### src/rtl/stack_pop_sequencer_if.sv
// -----------------------------------------------------------------------------
// stack_pop_sequencer_if
// Bundles the request, data-memory read port and result signals of the
// RET/RTI stack pop sequencer.
//
//   slave  modport : the sequencer itself
//                    in : start_ret, start_rti, sp_in, mem_rd_data
//                    out: mem_read, mem_addr, busy, done, pc_out, flags_out,
//                         flags_valid, sp_out
//   master modport : the surrounding pipeline / memory (mirror directions)
//
// Parameters: W  = data word / stack pointer width
//             AW = data memory address width
// -----------------------------------------------------------------------------
interface stack_pop_sequencer_if #(
    parameter int W  = 16,
    parameter int AW = 11
);
    logic             start_ret;
    logic             start_rti;
    logic [W-1:0]     sp_in;
    logic [W-1:0]     mem_rd_data;
    logic             mem_read;
    logic [AW-1:0]    mem_addr;
    logic             busy;
    logic             done;
    logic [2*W-1:0]   pc_out;
    logic [2:0]       flags_out;
    logic             flags_valid;
    logic [W-1:0]     sp_out;

    modport slave (
        input  start_ret,
        input  start_rti,
        input  sp_in,
        input  mem_rd_data,
        output mem_read,
        output mem_addr,
        output busy,
        output done,
        output pc_out,
        output flags_out,
        output flags_valid,
        output sp_out
    );

    modport master (
        output start_ret,
        output start_rti,
        output sp_in,
        output mem_rd_data,
        input  mem_read,
        input  mem_addr,
        input  busy,
        input  done,
        input  pc_out,
        input  flags_out,
        input  flags_valid,
        input  sp_out
    );
endinterface

### src/rtl/stack_pop_sequencer.sv
// -----------------------------------------------------------------------------
// stack_pop_sequencer
// Memory-stage read-side sequencer for RET/RTI. Pops the return PC (two words,
// high half first) and, for RTI, a flags word from the data stack, then hands
// the PC, flags and updated stack pointer back to fetch / the flag register.
//
// Stack layout read: sp+1 = pc[31:16], sp+2 = pc[15:0], sp+3 = {13'b0, flags}.
//
// Ports
//   clk  : system clock, all state on the rising edge
//   rst  : asynchronous, active-high reset
//   bus  : stack_pop_sequencer_if.slave
//          start_ret / start_rti : pop requests, only honoured while idle
//                                  (RTI wins if both are high)
//          sp_in                 : stack pointer, latched on an accepted start
//          mem_rd_data           : read data, valid the cycle after mem_read
//          mem_read / mem_addr   : single-word read strobe and address
//          busy                  : pipeline stall, high in every non-idle state
//          done                  : one-cycle pulse, results valid
//          pc_out / sp_out / flags_out : registered results, held until the
//                                  next pop completes
//          flags_valid           : high with done for an RTI pop
//
// Timing (start accepted at edge 0): reads issued in cycles 1,2(,3), data
// returns one cycle later, done is high in cycle 4 (RET) or 5 (RTI).
// -----------------------------------------------------------------------------
module stack_pop_sequencer #(
    parameter int W  = 16,
    parameter int AW = 11
) (
    input  logic                  clk,
    input  logic                  rst,
    stack_pop_sequencer_if.slave  bus
);

    typedef enum logic [2:0] {
        S_IDLE   = 3'd0,
        S_POP_HI = 3'd1,
        S_POP_LO = 3'd2,
        S_POP_FL = 3'd3,
        S_WAIT   = 3'd4,
        S_DONE   = 3'd5
    } state_t;

    state_t          state_q;
    logic            kind_rti_q;     // 1: RTI pop (3 words), 0: RET pop (2 words)
    logic [W-1:0]    sp_q;           // stack pointer latched at start
    logic [W-1:0]    hi_q;           // captured pc[31:16]
    logic [W-1:0]    lo_q;           // captured pc[15:0]

    logic            mem_read_q;
    logic [AW-1:0]   mem_addr_q;
    logic            busy_q;
    logic            done_q;
    logic [2*W-1:0]  pc_q;
    logic [2:0]      flags_q;
    logic            flags_valid_q;
    logic [W-1:0]    sp_out_q;

    // Next read addresses and final stack pointer values.
    // Truncating the stack pointer to AW bits before adding gives the same
    // low AW bits as adding in W bits first, so the address adders stay
    // AW bits wide; wrap-around is silent in both cases.
    logic [AW-1:0]   addr_p1_d;
    logic [AW-1:0]   addr_p2_d;
    logic [AW-1:0]   addr_p3_d;
    logic [W-1:0]    sp_p2_d;
    logic [W-1:0]    sp_p3_d;

    // Address and stack pointer arithmetic for the pop sequence.
    always_comb begin
        addr_p1_d = bus.sp_in[AW-1:0] + AW'(2'd1);
        addr_p2_d = sp_q[AW-1:0]      + AW'(2'd2);
        addr_p3_d = sp_q[AW-1:0]      + AW'(2'd3);
        sp_p2_d   = sp_q + W'(2'd2);
        sp_p3_d   = sp_q + W'(2'd3);
    end

    // Pop sequencer FSM with registered memory strobes, status and results.
    always_ff @(posedge clk or posedge rst) begin
        if (rst) begin
            state_q       <= S_IDLE;
            kind_rti_q    <= 1'b0;
            sp_q          <= '0;
            hi_q          <= '0;
            lo_q          <= '0;
            mem_read_q    <= 1'b0;
            mem_addr_q    <= '0;
            busy_q        <= 1'b0;
            done_q        <= 1'b0;
            pc_q          <= '0;
            flags_q       <= 3'b000;
            flags_valid_q <= 1'b0;
            sp_out_q      <= '0;
        end else begin
            case (state_q)
                S_IDLE: begin
                    done_q        <= 1'b0;
                    flags_valid_q <= 1'b0;
                    if (bus.start_rti || bus.start_ret) begin
                        // RTI has priority when both requests arrive together.
                        kind_rti_q <= bus.start_rti;
                        sp_q       <= bus.sp_in;
                        mem_read_q <= 1'b1;
                        mem_addr_q <= addr_p1_d;
                        busy_q     <= 1'b1;
                        state_q    <= S_POP_HI;
                    end else begin
                        mem_read_q <= 1'b0;
                        mem_addr_q <= '0;
                        busy_q     <= 1'b0;
                        state_q    <= S_IDLE;
                    end
                end

                S_POP_HI: begin
                    // Read of sp+1 is on the bus; issue sp+2 next.
                    mem_read_q <= 1'b1;
                    mem_addr_q <= addr_p2_d;
                    state_q    <= S_POP_LO;
                end

                S_POP_LO: begin
                    // Data for sp+1 (pc high half) is valid this cycle.
                    hi_q <= bus.mem_rd_data;
                    if (kind_rti_q) begin
                        mem_read_q <= 1'b1;
                        mem_addr_q <= addr_p3_d;
                        state_q    <= S_POP_FL;
                    end else begin
                        mem_read_q <= 1'b0;
                        mem_addr_q <= '0;
                        state_q    <= S_WAIT;
                    end
                end

                S_POP_FL: begin
                    // Data for sp+2 (pc low half) is valid this cycle.
                    lo_q       <= bus.mem_rd_data;
                    mem_read_q <= 1'b0;
                    mem_addr_q <= '0;
                    state_q    <= S_WAIT;
                end

                S_WAIT: begin
                    // Last outstanding word arrives; results are published
                    // on the same edge so they are valid together with done.
                    mem_read_q <= 1'b0;
                    mem_addr_q <= '0;
                    done_q     <= 1'b1;
                    if (kind_rti_q) begin
                        // Only the low three bits of the flags word are meaningful.
                        flags_q       <= bus.mem_rd_data[2:0];
                        pc_q          <= {hi_q, lo_q};
                        sp_out_q      <= sp_p3_d;
                        flags_valid_q <= 1'b1;
                    end else begin
                        lo_q          <= bus.mem_rd_data;
                        pc_q          <= {hi_q, bus.mem_rd_data};
                        sp_out_q      <= sp_p2_d;
                        flags_valid_q <= 1'b0;
                    end
                    state_q <= S_DONE;
                end

                S_DONE: begin
                    // Requests seen in this cycle are dropped; the next
                    // request must arrive while idle.
                    done_q        <= 1'b0;
                    flags_valid_q <= 1'b0;
                    busy_q        <= 1'b0;
                    mem_read_q    <= 1'b0;
                    mem_addr_q    <= '0;
                    state_q       <= S_IDLE;
                end

                default: begin
                    state_q       <= S_IDLE;
                    mem_read_q    <= 1'b0;
                    mem_addr_q    <= '0;
                    busy_q        <= 1'b0;
                    done_q        <= 1'b0;
                    flags_valid_q <= 1'b0;
                end
            endcase
        end
    end

    assign bus.mem_read    = mem_read_q;
    assign bus.mem_addr    = mem_addr_q;
    assign bus.busy        = busy_q;
    assign bus.done        = done_q;
    assign bus.pc_out      = pc_q;
    assign bus.flags_out   = flags_q;
    assign bus.flags_valid = flags_valid_q;
    assign bus.sp_out      = sp_out_q;

endmodule

### src/flat_wrapper.sv
// flat-port wrapper written by rule: the top's interface ports become plain ports
module stack_pop_sequencer_flat 
#(
    parameter int W  = 16,
    parameter int AW = 11
)
  (clk, rst, bus_start_ret, bus_start_rti, bus_sp_in, bus_mem_rd_data, bus_mem_read, bus_mem_addr, bus_busy, bus_done, bus_pc_out, bus_flags_out, bus_flags_valid, bus_sp_out);
  stack_pop_sequencer_if #(.W(W), .AW(AW)) bus_i ();
  input  logic clk;
  input  logic rst;
  input wire logic [$bits(bus_i.start_ret)-1:0] bus_start_ret;
  input wire logic [$bits(bus_i.start_rti)-1:0] bus_start_rti;
  input wire logic [$bits(bus_i.sp_in)-1:0] bus_sp_in;
  input wire logic [$bits(bus_i.mem_rd_data)-1:0] bus_mem_rd_data;
  output wire logic [$bits(bus_i.mem_read)-1:0] bus_mem_read;
  output wire logic [$bits(bus_i.mem_addr)-1:0] bus_mem_addr;
  output wire logic [$bits(bus_i.busy)-1:0] bus_busy;
  output wire logic [$bits(bus_i.done)-1:0] bus_done;
  output wire logic [$bits(bus_i.pc_out)-1:0] bus_pc_out;
  output wire logic [$bits(bus_i.flags_out)-1:0] bus_flags_out;
  output wire logic [$bits(bus_i.flags_valid)-1:0] bus_flags_valid;
  output wire logic [$bits(bus_i.sp_out)-1:0] bus_sp_out;
  assign bus_i.start_ret = bus_start_ret;
  assign bus_i.start_rti = bus_start_rti;
  assign bus_i.sp_in = bus_sp_in;
  assign bus_i.mem_rd_data = bus_mem_rd_data;
  assign bus_mem_read = bus_i.mem_read;
  assign bus_mem_addr = bus_i.mem_addr;
  assign bus_busy = bus_i.busy;
  assign bus_done = bus_i.done;
  assign bus_pc_out = bus_i.pc_out;
  assign bus_flags_out = bus_i.flags_out;
  assign bus_flags_valid = bus_i.flags_valid;
  assign bus_sp_out = bus_i.sp_out;
  stack_pop_sequencer #(.W(W), .AW(AW)) u_core (.clk(clk), .rst(rst), .bus(bus_i));
endmodule
### config.mk
export PLATFORM = sky130hd
export DESIGN_NAME = stack_pop_sequencer_flat
export DESIGN_NICKNAME = d
export VERILOG_FILES = /design/src/rtl/stack_pop_sequencer_if.sv /design/src/rtl/stack_pop_sequencer.sv /design/src/flat_wrapper.sv
export SDC_FILE = /design/constraint.sdc
export NUM_CORES = 1
export LEC_CHECK = 0
export BUFFER_PORTS_ARGS = -buffer_cell sky130_fd_sc_hd__buf_2
export CORE_ASPECT_RATIO = 0.75
export CORE_MARGIN = 1.5
export CORE_UTILIZATION = 55
export DETAILED_ROUTE_END_ITERATION = 8
export PLACE_DENSITY = 0.84
export SYNTH_ARGS = -nofsm -noshare
export SYNTH_HDL_FRONTEND = slang
export SYNTH_SLANG_ARGS = --single-unit
### constraint.sdc
create_clock -name clk -period 4.7 [get_ports clk]
set_clock_uncertainty 0.2 [all_clocks]
set_input_delay 0.94 -clock clk [delete_from_list [all_inputs] [get_ports clk]]
set_output_delay 0.94 -clock clk [all_outputs]
set_load 0.005 [all_outputs]
## Word-level counts from Yosys, hierarchy flattened

Index checks and enable logic that the tools add are counted.
W data, S select, Z words.

| storage, ports and cells | value |
|---|---|
| register bits after elaboration | 118 |
| input port bits | 36 |
| output and inout bits | 66 |
| logic and storage cells | 47 |

| operators by class | value |
|---|---|
| $add $sub $neg | 5 |
| equality and inequality tests | 5 |
| mux-type cells | 16 |
| reductions and logical operators | 8 |

Operators by type and width:

| operator | number |
|---|---|
| $mux W16 | 3 |
| $pmux W11 S3 | 1 |
| $add A16 B2 Y16 const B | 2 |
| $pmux W16 S2 | 1 |
| $add A11 B2 Y11 const B | 2 |
| $mux W11 | 2 |
| $pmux W3 S5 | 1 |
| $add A11 B1 Y11 const B | 1 |
| $eq A3 B2 Y1 const B | 2 |
| $pmux W1 S2 | 3 |
| $reduce_and A2 Y1 | 3 |
| $reduce_or A4 Y1 | 1 |
| $eq A3 B1 Y1 const B | 1 |
| $eq A3 B3 Y1 const B | 1 |
| $logic_not A3 Y1 | 1 |
| $mux W1 | 3 |
| $mux W3 | 1 |
| $pmux W1 S3 | 1 |
| $reduce_or A3 Y1 | 1 |
| $ne A2 B2 Y1 const B | 1 |
| $reduce_bool A2 Y1 | 1 |
| $logic_or A1 B1 Y1 | 1 |

## Logic depth before layout (Yosys ltp)

Gate-level depths: netlist of the first run.

| depth | value |
|---|---|
| depth in word-level cells | 3 |
| mapped depth | 8 |
| mapped depth without buffers | 7 |

## Worst setup path before layout of the first run

OpenSTA, ideal clock, no wires.

| timing path | value |
|---|---|
| path kind | input-to-reg |
| start point | input port bus_sp_in[2] |
| end point | register u_core.mem_addr_q[9], in the netlist u_core.bus.mem_addr[9] |
| library setup time | 0.138 ns |
| arrival | 1.777 ns |
| data required time | 4.362 ns |
| slack | 2.585 ns |
| stages on the path | 5 |
| path buffers | 1 |
| cell sequence | clkbuf_1 > nand3_1 > nor3_1 > xnor2_1 > o22ai_1 |

| on the way | value |
|---|---|
| longest elaborated chain between the ends | 3 |

Ends and longest elaborated chain:

| what | line | source |
|---|---|---|
| start: declaration | flat_wrapper.sv:13 | `input wire logic [$bits(bus_i.sp_in)-1:0] bus_sp_in;` |
| $add A11 B1 Y11 | stack_pop_sequencer.sv:72 | `addr_p1_d = bus.sp_in[AW-1:0] + AW'(2'd1);` |
| $mux W11 | stack_pop_sequencer.sv:100 | `if (bus.start_rti \|\| bus.start_ret) begin` |
| $pmux W11 S3 | stack_pop_sequencer.sv:96 | `case (state_q)` |
| end signal: assignment | stack_pop_sequencer.sv:105 | `mem_addr_q <= addr_p1_d;` |
| end signal: assignment | stack_pop_sequencer.sv:119 | `mem_addr_q <= addr_p2_d;` |
| end signal: assignment | stack_pop_sequencer.sv:128 | `mem_addr_q <= addr_p3_d;` |
| end: declaration | stack_pop_sequencer.sv:52 | `logic [AW-1:0] mem_addr_q;` |

No other way between the ends.
A chain may end at the register's enable or synchronous reset.

## Worst setup path after layout of the first run

| timing path | value |
|---|---|
| start point | register u_core.sp_q[0] |
| end point | register u_core.sp_out_q[14], in the netlist u_core.bus.sp_out[14] |

| on the way | value |
|---|---|
| longest elaborated chain between the ends | 2 |
| elaborated cells between the ends (all ways) | 3 |
| classes of those cells | 2 x add/sub; 1 x mux |

Ends and longest elaborated chain:

| what | line | source |
|---|---|---|
| start: declaration | stack_pop_sequencer.sv:47 | `logic [W-1:0] sp_q;` |
| start signal: assignment | stack_pop_sequencer.sv:103 | `sp_q <= bus.sp_in;` |
| $add A16 B2 Y16 (on tied branches) | stack_pop_sequencer.sv:75, stack_pop_sequencer.sv:76 |  |
| $mux W16 * | stack_pop_sequencer.sv:151 | `if (kind_rti_q) begin` |
| end signal: assignment | stack_pop_sequencer.sv:155 | `sp_out_q <= sp_p3_d;` |
| end signal: assignment | stack_pop_sequencer.sv:160 | `sp_out_q <= sp_p2_d;` |
| end: declaration | stack_pop_sequencer.sv:58 | `logic [W-1:0] sp_out_q;` |

Every way passes the cells marked *; elsewhere a longest branch is shown, timed or not.

==> results.cfg, run 1 <==
[status]
outcome = finished clean

[clocking]
cts_resized = 0
clock-root-buffer = clkbuf_16
clkTransAtPathRegs_ns = 0.06
clk_path_buf_depth = 2
worstSkewPairLatency_ns = 0.41
cts_buffers = 17
htreeDepth = 4
clock-sinks = 118
post_cts_buffers = 0
cts_tree = built
hold_buffers = 0

[floorplan]
io_pins = 102
fp.dieArea_sq_mm = 0.0102
die_y_um = 88.0
die_w_um = 116
fp.coreArea_sq_mm = 0.00920
start_util = 0.576
row_count = 30

[route]
drtPass1Iterations = 5
drtAntennaViolNets = 0
vias = 4209
post-route-drc-count = 0
drtIter0Drc = 467
wirelength_mm = 12.8
vias_per_cell = 5.58
wl_per_cell_um = 17.0

[place]
dp_slack_ns = 2.01
io_buffers = 101
dp_hpwl_mm = 8.55
gp_congestion = 0.885

[global_routing]
grt_pass1_wl_mm = 20.3
grt_usage = 0.264
gr-usage-met1 = 0.374
grt_max_degree = 82
grt_pass1_vias = 3983
antenna_found_initial = 0
gr-total-overflow = 0
busiest_layer = met2
use_met3 = 0.0595
use_met2 = 0.410

[synth]
syn_nets = 559
yosysMostFrequentCell = nand2_1
synth_top_cells_by_area = dfrtp_1, nand2_1, mux2_2, o21ai_0, mux2i_1
synth_enable_flop_cells = 0
ys_seq_elements = 118
synth_cells = 518
ys_warn_count = 0
synthTopCellsByCount = nand2_1, dfrtp_1, o21ai_0, mux2_2, nor2_1
syn_area_per_cell_sq_um = 10.2
synth_top_area_frac = 0.557
synth_top_cell_by_area = dfrtp_1
synth.distinct_cells = 48
async_flop_share = 1.00
synth-seq-area-share = 0.557
synth_ff_type = dfrtp_1
synth_area_sq_mm = 0.00530

[final_layout]
layout-drive-gt1-share = 0.289
area_growth_pct = 22.5
fillers = 644
seq_area_sq_mm = 0.00295
diodes = 0
multi_input_area_sq_mm = 0.00221
final_nets = 654

[worst_setup_path]
worstSetupStartpointType = register
critPathKind = register to register
reg2reg_setup_slack_ns = 2.30
crit_slowest_cell = a2111oi_2
crit_chain = inv_1 -> ha_1 -> nand2b_1 -> a2111oi_2 -> nand4_1 -> xor2_1 -> o21ai_1
cp_data_required_time_ns = 4.77
crit_path_max_fanout = 8
max_stage_delay_ns = 0.50
r2r.worst_path.cells = 7
endpoint_kind = register
cp_data_arrival_time_ns = 2.47

[timing]
fmax_ghz = 0.417
worst_slew_pin_slew_ns = 1.23
relSlewSlack = 0.174
hold_viol = 0
rsz0062_at_grt = no
fin_tns_setup_ns = 0
fin_crit_sh = 0.510
slew_viol_final = 0
period_needed_ns = 2.40
setup_ws_ns = 2.30
setup_violations = 0

[pwr]
cellPowerDensity_mw_per_mm2 = 743
p_leak_uw = 0.00315
ir_drop_mv = 0.419

[min_path]
hold_path_depth = 2
hold_class = register to register

[job]
max_cap_viol_count = 0
[cell usage in the layout, fill, tap and decap left out, drive strengths merged, types with 2 or more instances in the layout]
| master | n |
|---|---|
| nand2 | 154 |
| o21ai | 43 |
| a21oi | 5 |
| ha | 5 |
| o31a | 2 |
| mux2 | 35 |
| nand2b | 3 |
| nor2b | 3 |
| nand4 | 6 |
| clkinv | 7 |
| o21bai | 2 |
| nor2 | 22 |
| nor3 | 8 |
| bufinv | 3 |
| o22ai | 5 |
| a22oi | 4 |
| clkbuf | 19 |
| dfrtp | 118 |
| mux2i | 16 |
| inv | 6 |
| a31oi | 3 |
| nor4 | 2 |
| o221ai | 3 |
| xor2 | 12 |
| nand3 | 9 |
| buf | 105 |
| xnor2 | 11 |
[worst max-delay path, delay by kind of cell, from the launching register on]
family | cells | cell delay, ns
and+or+nand+nor | 2 | 0.41
DFF | 1 | 0.48
buffers and inverters | 1 | 0.12
AOI/OAI and AO/OA | 2 | 0.57
adders and majority gates | 1 | 0.34
xor gates and xnor gates | 1 | 0.15
[where the power goes]
part	internal (uW)	switching (uW)
logic	718	873
clock network	854	487
registers	1500	392
total	3070	1750
[metrics by stage]
stage	cell area (sq um)	instances	util	power (uW)	hold slack, ns
5_1_grt	6490	754	0.706	5120	0.285
6_report	6490	754	0.706	4820	0.269
2_1_floorplan	5300	518	-	2880	0.235
4_1_cts	6490	754	0.706	4820	0.266
3_5_place_dp	5870	722	0.639	3460	0.252
3_3_place_gp	5870	722	0.639	3360	0.246
[logic make-up (layout without fill, tap and decap cells)]
kind of cell,after synthesis,after routing,share of synthesized area
buffers and inverters,33,141,0.0274
multiplexers,51,51,0.105
flip-flops,118,118,0.557
AO/OA/AOI/OAI,73,73,0.0860
adder cells (fa/ha/maj),5,5,0.0118
AND/OR/NAND/NOR,215,215,0.175
XOR/XNOR,23,23,0.0380
[flip-flops by register name, summed over array words and instances, names as in the netlist, 3 cells and up]
name                  cells
u_core.bus.pc_out        32
u_core.bus.sp_out        16
u_core.hi_q              16
u_core.lo_q              16
u_core.sp_q              16
u_core.bus.mem_addr      11
u_core.bus.flags_out      3
u_core.state_q            3
[area by class of cell]
cell class / count / share of cell area
sequential: 118 / 0.455
multi-input combinational: 367 / 0.340
timing repair buffer: 105 / 0.0825
clock buffer: 19 / 0.0682
clock inverter: 13 / 0.0266
tap: 128 / 0.0247
inverter: 4 / 0.00270
[worst paths after layout]
| check | startpoint | to |
|---|---|---|
| worst max register to register | u_core.sp_q[0] | u_core.bus.sp_out[14] |
| worst max-delay path | u_core.sp_q[0] | u_core.bus.sp_out[14] |
| max in group asynchronous | rst | u_core.bus.pc_out[10] |
| worst min-delay path | u_core.hi_q[7] | u_core.bus.pc_out[23] |
| min in group asynchronous | rst | u_core.bus.mem_read |
| worst min register to register | u_core.hi_q[7] | u_core.bus.pc_out[23] |
[layer usage]
metal	wire [um]	up-vias
li1	-	1957
met1	5900	2040
met2	5840	190
met3	869	22
met4	216	0
met5	0	-
Power figures use the tool's default switching activity.
==> run 2, diff against run 1 <==
--- a/config.mk
+++ b/config.mk
@@ -8,9 +8,9 @@
 export BUFFER_PORTS_ARGS = -buffer_cell sky130_fd_sc_hd__buf_2
 export CORE_ASPECT_RATIO = 0.75
 export CORE_MARGIN = 1.5
-export CORE_UTILIZATION = 55
+export CORE_UTILIZATION = 50
 export DETAILED_ROUTE_END_ITERATION = 8
-export PLACE_DENSITY = 0.84
+export PLACE_DENSITY = 0.81
 export SYNTH_ARGS = -nofsm -noshare
 export SYNTH_HDL_FRONTEND = slang
 export SYNTH_SLANG_ARGS = --single-unit
==> constraint.sdc (replaced) <==
create_clock -name clk -period 2.2 [get_ports clk]
set_clock_uncertainty 0.2 [all_clocks]
set_input_delay 0.44 -clock clk [delete_from_list [all_inputs] [get_ports clk]]
set_output_delay 0.44 -clock clk [all_outputs]
set_load 0.005 [all_outputs]
==> run 2 against run 1 <==
Global-route usage is 2.0 points lower. Total power rose by 120%. Sequential share of layout area fell by 1.5 points. Cell count increased by 4.0%. Hold slack got worse by 0.24 ns.
==> results.cfg, run 2 (synthesis results as in run 1) <==
[pwr]
p_clk_frac = 0.269
switching_share = 0.354
ir_drop_mv = 0.744
power_uw = 10500
seqPwrFrac = 0.373
combPwrFrac = 0.358
p_leak_uw = 0.00325
internal_power_uw = 6760
cellPowerDensity_mw_per_mm2 = 1560
switching_power_uw = 3700

[final_layout]
area_growth_pct = 26.6
diodes = 0
layout-drive-gt1-share = 0.312
layout_common_cells = nand2_1, dfrtp_1, buf_2, o21ai_0, mux2_2
final_common_cell = nand2_1
final_nets = 676
largest_reg_flops = 32

[clocking]
clkTransAtPathRegs_ns = 0.06
cts_buffers = 17
clock-root-buffer = clkbuf_16
clock-sinks = 118
clk_path_buf_depth = 2
worstSkewPairLatency_ns = 0.40
cts_tree = built
htreeDepth = 4

[worst_setup_path]
crit_slowest_cell = or3_1
critPathKind = register to register
crit_path_max_fanout = 4
cp_data_required_time_ns = 2.26
worstSetupStartpointType = register
endpoint_kind = register
crit_chain = inv_1 -> ha_1 -> a31oi_1 -> or3_1 -> nor2_1 -> xnor2_1 -> o21ai_1
max_stage_delay_ns = 0.45
cp_data_arrival_time_ns = 2.14

[global_routing]
use_met2 = 0.364
grt_pass1_vias = 4077
gr-total-overflow = 0
grt_max_degree = 82
use_met3 = 0.0560
busiest_layer = met2
gr-usage-met1 = 0.352
antenna_found_initial = 0
grt_usage = 0.244
grt_pass1_wl_mm = 20.9

[timing]
holdWs_ns = 0.0244
worst_slew_pin_slew_ns = 0.745
slew_viol_final = 0
fin_tns_setup_ns = 0
fmax_ghz = 0.481
rsz0062_at_grt = no
period_needed_ns = 2.08
relSlewSlack = 0.503
hold_viol = 0
setup_violations = 0
fin_crit_sh = 0.944

[floorplan]
die_w_um = 122
row_count = 32
start_util = 0.515
fp.dieArea_sq_mm = 0.0112
fp.coreArea_sq_mm = 0.0103
io_pins = 102
die_y_um = 92.1

[job]
max_cap_viol_count = 0

[route]
wirelength_mm = 12.6
post-route-drc-count = 0
drtPass1Iterations = 5
vias = 4195
drtIter0Drc = 523
wl_per_cell_um = 16.1
drtAntennaViolNets = 0
vias_per_cell = 5.35

[place]
gp_congestion = 0.930
dp_hpwl_mm = 8.72
io_buffers = 101

[status]
outcome = finished clean

[min_path]
hold_class = input pin to register
run 2: cell count changes in the layout (fill, tap and decap cells not counted), sizes merged:
cell / change
clkinv: -5
clkinvlp: +7
buf: +21
clkbuf: +1
dlygate4sd3: +1
inv: -3
run 2: area by class of cell:
class                      count  area, sq um
fill                         815         3580
sequential                   118         2950
multi-input combinational    367         2230
timing repair buffer         127          728
clock buffer                  20          457
tap                          136          170
clock inverter                12          153
inverter                       4         18.8
run 2: worst max-delay path: cells and delay by family (launching register included):
| family | cells | cell delay, ns |
|---|---|---|
| AOI/OAI and AO/OA | 2 | 0.21 |
| xor gates and xnor gates | 1 | 0.13 |
| adders and majority gates | 1 | 0.25 |
| buffers and inverters | 1 | 0.14 |
| DFF | 1 | 0.37 |
| and+or+nand+nor | 2 | 0.62 |
run 2: metal layers:
| metal | up-vias | wire length [um] |
|---|---|---|
| met3 | 12 | 865 |
| met1 | 2037 | 5920 |
| met4 | 0 | 144 |
| li1 | 1994 | - |
| met5 | - | 0 |
| met2 | 152 | 5670 |
run 2: path summary, 6_finish.rpt:
kind                                start                     to  slack, ns  cells after the start
hold / removal              bus_sp_in[11]        u_core.sp_q[11]       0.02                      3
max in group asynchronous             rst  u_core.bus.pc_out[28]       0.80                      4
setup / recovery           u_core.sp_q[1]  u_core.bus.sp_out[13]       0.12                      7
hold reg to reg            u_core.hi_q[4]  u_core.bus.pc_out[20]       0.25                      2
setup reg to reg           u_core.sp_q[1]  u_core.bus.sp_out[13]       0.12                      7
min in group asynchronous             rst         u_core.sp_q[7]       0.41                      3
run 2: power groups by stage:
| stage | sequential [uW] | combinational, uW | clock, uW |
|---|---|---|---|
| global placement | 3860 | 3590 | 0 |
| global route | 4030 | 4190 | 2980 |
| finish | 3900 | 3740 | 2810 |
| floorplan | 3760 | 2400 | 0 |
| detailed placement | 3900 | 3700 | 0 |
| CTS | 3880 | 3740 | 2850 |
run 2: repair_timing:
| action | CTS | global route |
|---|---|---|
| hold buffers | 1 | 0 |
| buffers inserted | 0 | 0 |
| endpoints found under the hold margin | 17 | 0 |
| resized for setup | 0 | 2 |
| setup endpoints to repair | 0 | 18 |
run 2: metrics by stage:
stage,setup slack (ns),util,cell area [sq um],cells
final,0.122,0.652,6710,784
after CTS,0.104,0.650,6690,784
after global placement,0.212,0.590,6070,751
after global routing,0.00174,0.652,6710,784
after detailed placement,0.118,0.590,6070,751
after floorplan,0.108,-,5300,518
==> run 3, diff against run 2 <==
--- a/config.mk
+++ b/config.mk
@@ -5,12 +5,13 @@
 export SDC_FILE = /design/constraint.sdc
 export NUM_CORES = 1
 export LEC_CHECK = 0
+export ABC_CLOCK_PERIOD_IN_PS = 1900
 export BUFFER_PORTS_ARGS = -buffer_cell sky130_fd_sc_hd__buf_2
 export CORE_ASPECT_RATIO = 0.75
 export CORE_MARGIN = 1.5
-export CORE_UTILIZATION = 50
+export CORE_UTILIZATION = 35
 export DETAILED_ROUTE_END_ITERATION = 8
-export PLACE_DENSITY = 0.81
+export PLACE_DENSITY = 0.62
 export SYNTH_ARGS = -nofsm -noshare
 export SYNTH_HDL_FRONTEND = slang
 export SYNTH_SLANG_ARGS = --single-unit
==> constraint.sdc (replaced) <==
create_clock -name clk -period 1.9 [get_ports clk]
set_clock_uncertainty 0.2 [all_clocks]
set_input_delay 0.38 -clock clk [delete_from_list [all_inputs] [get_ports clk]]
set_output_delay 0.38 -clock clk [all_outputs]
set_load 0.005 [all_outputs]
==> run 3 against run 2 <==
The run now ends with negative setup slack left. Register-to-register slack got worse by 0.13 ns. Total power increased by 24%. Global-route usage decreased by 6.1 points. Cell area increased by 7.2%. Die area increased by 42%. Critical path type unchanged.
==> results.cfg, run 3 (synthesis results as in run 1) <==
[status]
outcome = complete, but fails checks
violations = negative setup slack

[clocking]
cts_tree = built
clock-root-buffer = clkbuf_16
worstSkewPairLatency_ns = 0.41
clk_path_buf_depth = 2
clock-sinks = 118
htreeDepth = 4
clkTransAtPathRegs_ns = 0.05
cts_buffers = 17

[timing]
period_needed_ns = 1.91
slew_viol_final = 0
holdWs_ns = 0.0238
fin_crit_sh = 1.01
relSlewSlack = 0.625
setup_ws_ns = -0.0123
hold_viol = 0
fmax_ghz = 0.523
setup_violations = 1
worst_slew_pin_slew_ns = 0.563
rsz0062_at_grt = yes

[floorplan]
die_w_um = 145
fp.dieArea_sq_mm = 0.0159
row_count = 38
start_util = 0.362
io_pins = 102
fp.coreArea_sq_mm = 0.0146
die_y_um = 110

[min_path]
hold_class = input pin to register

[final_layout]
diodes = 0
largest_reg_flops = 32
final_nets = 703
area_growth_pct = 35.7
final_common_cell = nand2_1
layout_common_cells = nand2_1, dfrtp_1, buf_2, o21ai_0, buf_4
fillers = 1391
layout-drive-gt1-share = 0.356
utilization = 0.491

[global_routing]
grt_pass1_wl_mm = 22.2
grt_max_degree = 75
grt_usage = 0.183
grt_pass1_vias = 4189
antenna_found_initial = 0
gr-total-overflow = 0

[worst_setup_path]
cp_top_family = simple AND/OR/NAND/NOR gates
critPathKind = register to register
crit_slowest_cell = dfrtp_1
cp_data_arrival_time_ns = 1.99
endpoint_kind = register
crit_buf_inv = 1
crit_chain = inv_2 -> ha_2 -> a31oi_2 -> or3_4 -> nor2_2 -> xnor2_1 -> o21ai_1
crit_path_max_fanout = 3
max_stage_delay_ns = 0.41
worstSetupStartpointType = register
cp_data_required_time_ns = 1.98

[route]
drtIter0Drc = 224
drtAntennaViolNets = 0
wl_per_cell_um = 15.6
drtPass1Iterations = 5
vias_per_cell = 4.87
post-route-drc-count = 0
wirelength_mm = 13.7
vias = 4259

[place]
dp_hpwl_mm = 9.69
io_buffers = 101
gp_congestion = 0.917

[pwr]
cellPowerDensity_mw_per_mm2 = 1800
p_leak_uw = 0.00343
power_uw = 12900
ir_drop_mv = 0.988

[job]
max_cap_viol_count = 0
-- run 3: changes by cell type in the layout (fill, tap and decap cells not counted), moves of 3 or more --
cell / delta
nor2_2: +3
clkinvlp_4: -4
buf_12: +5
nor2_1: -3
dlygate4sd3_1: +8
buf_4: +13
-- run 3: layout make-up --
type                            count  area [sq um]  share of cell area
Inverter                            4          18.8             0.00261
Timing Repair Buffer              154          1020               0.142
Multi-Input combinational cell    367          2300               0.321
Clock inverter                     11           170              0.0237
Sequential cell                   118          2960               0.411
Clock buffer                       21           470              0.0654
Tap cell                          200           250              0.0348
-- run 3: where the power goes --
| group | switching [uW] | internal (uW) | leakage, uW |
|---|---|---|---|
| sequential | 795 | 3710 | 0.00146 |
| combinational | 2540 | 2440 | 0.00167 |
| clock | 1140 | 2300 | 0.000306 |
-- run 3: final timing paths --
check	depth (start not counted)	from	endpoint	slack, ns
worst max-delay path	7	u_core.sp_q[1]	u_core.bus.sp_out[15]	-0.01
worst min-delay path	3	bus_sp_in[6]	u_core.sp_q[6]	0.02
worst max register to register	7	u_core.sp_q[1]	u_core.bus.sp_out[15]	-0.01
worst min register to register	2	u_core.hi_q[4]	u_core.bus.pc_out[20]	0.26
max in group asynchronous	4	rst	u_core.bus.pc_out[8]	0.59
min in group asynchronous	4	rst	u_core.bus.busy	0.40
-- run 3: repair_timing --
action	in CTS	in global routing
setup buffers	1	0
resized for setup	2	15
hold endpoints to repair	122	0
pin swaps	0	6
hold buffers	9	0
endpoints found under the setup margin	7	24
-- run 3: layer usage --
layer | routed length (um) | global-route usage | vias up
li1 | - | - | 2047
met1 | 6950 | 0.261 | 2076
met2 | 5740 | 0.262 | 119
met3 | 778 | 0.0485 | 17
met4 | 210 | 0.0773 | 0
met5 | 0 | 0 | -
-- run 3: tightest hold or removal path, stage by stage --
cell,delay [ns]
buf_2,0.11
nand2_1,0.05
nand2_1,0.06
-- run 3: metrics by stage --
step / cell area, sq um / setup slack [ns] / setup TNS, ns / instances
3_3_place_gp: 6390 / 0.0225 / 0 / 833
2_1_floorplan: 5360 / -0.121 / -14.34 / 518
4_1_cts: 7140 / 0.00290 / 0 / 875
3_5_place_dp: 6390 / -0.0343 / -0.0890 / 833
6_report: 7190 / -0.0123 / -0.0123 / 875
5_1_grt: 7190 / -0.0838 / -0.363 / 875
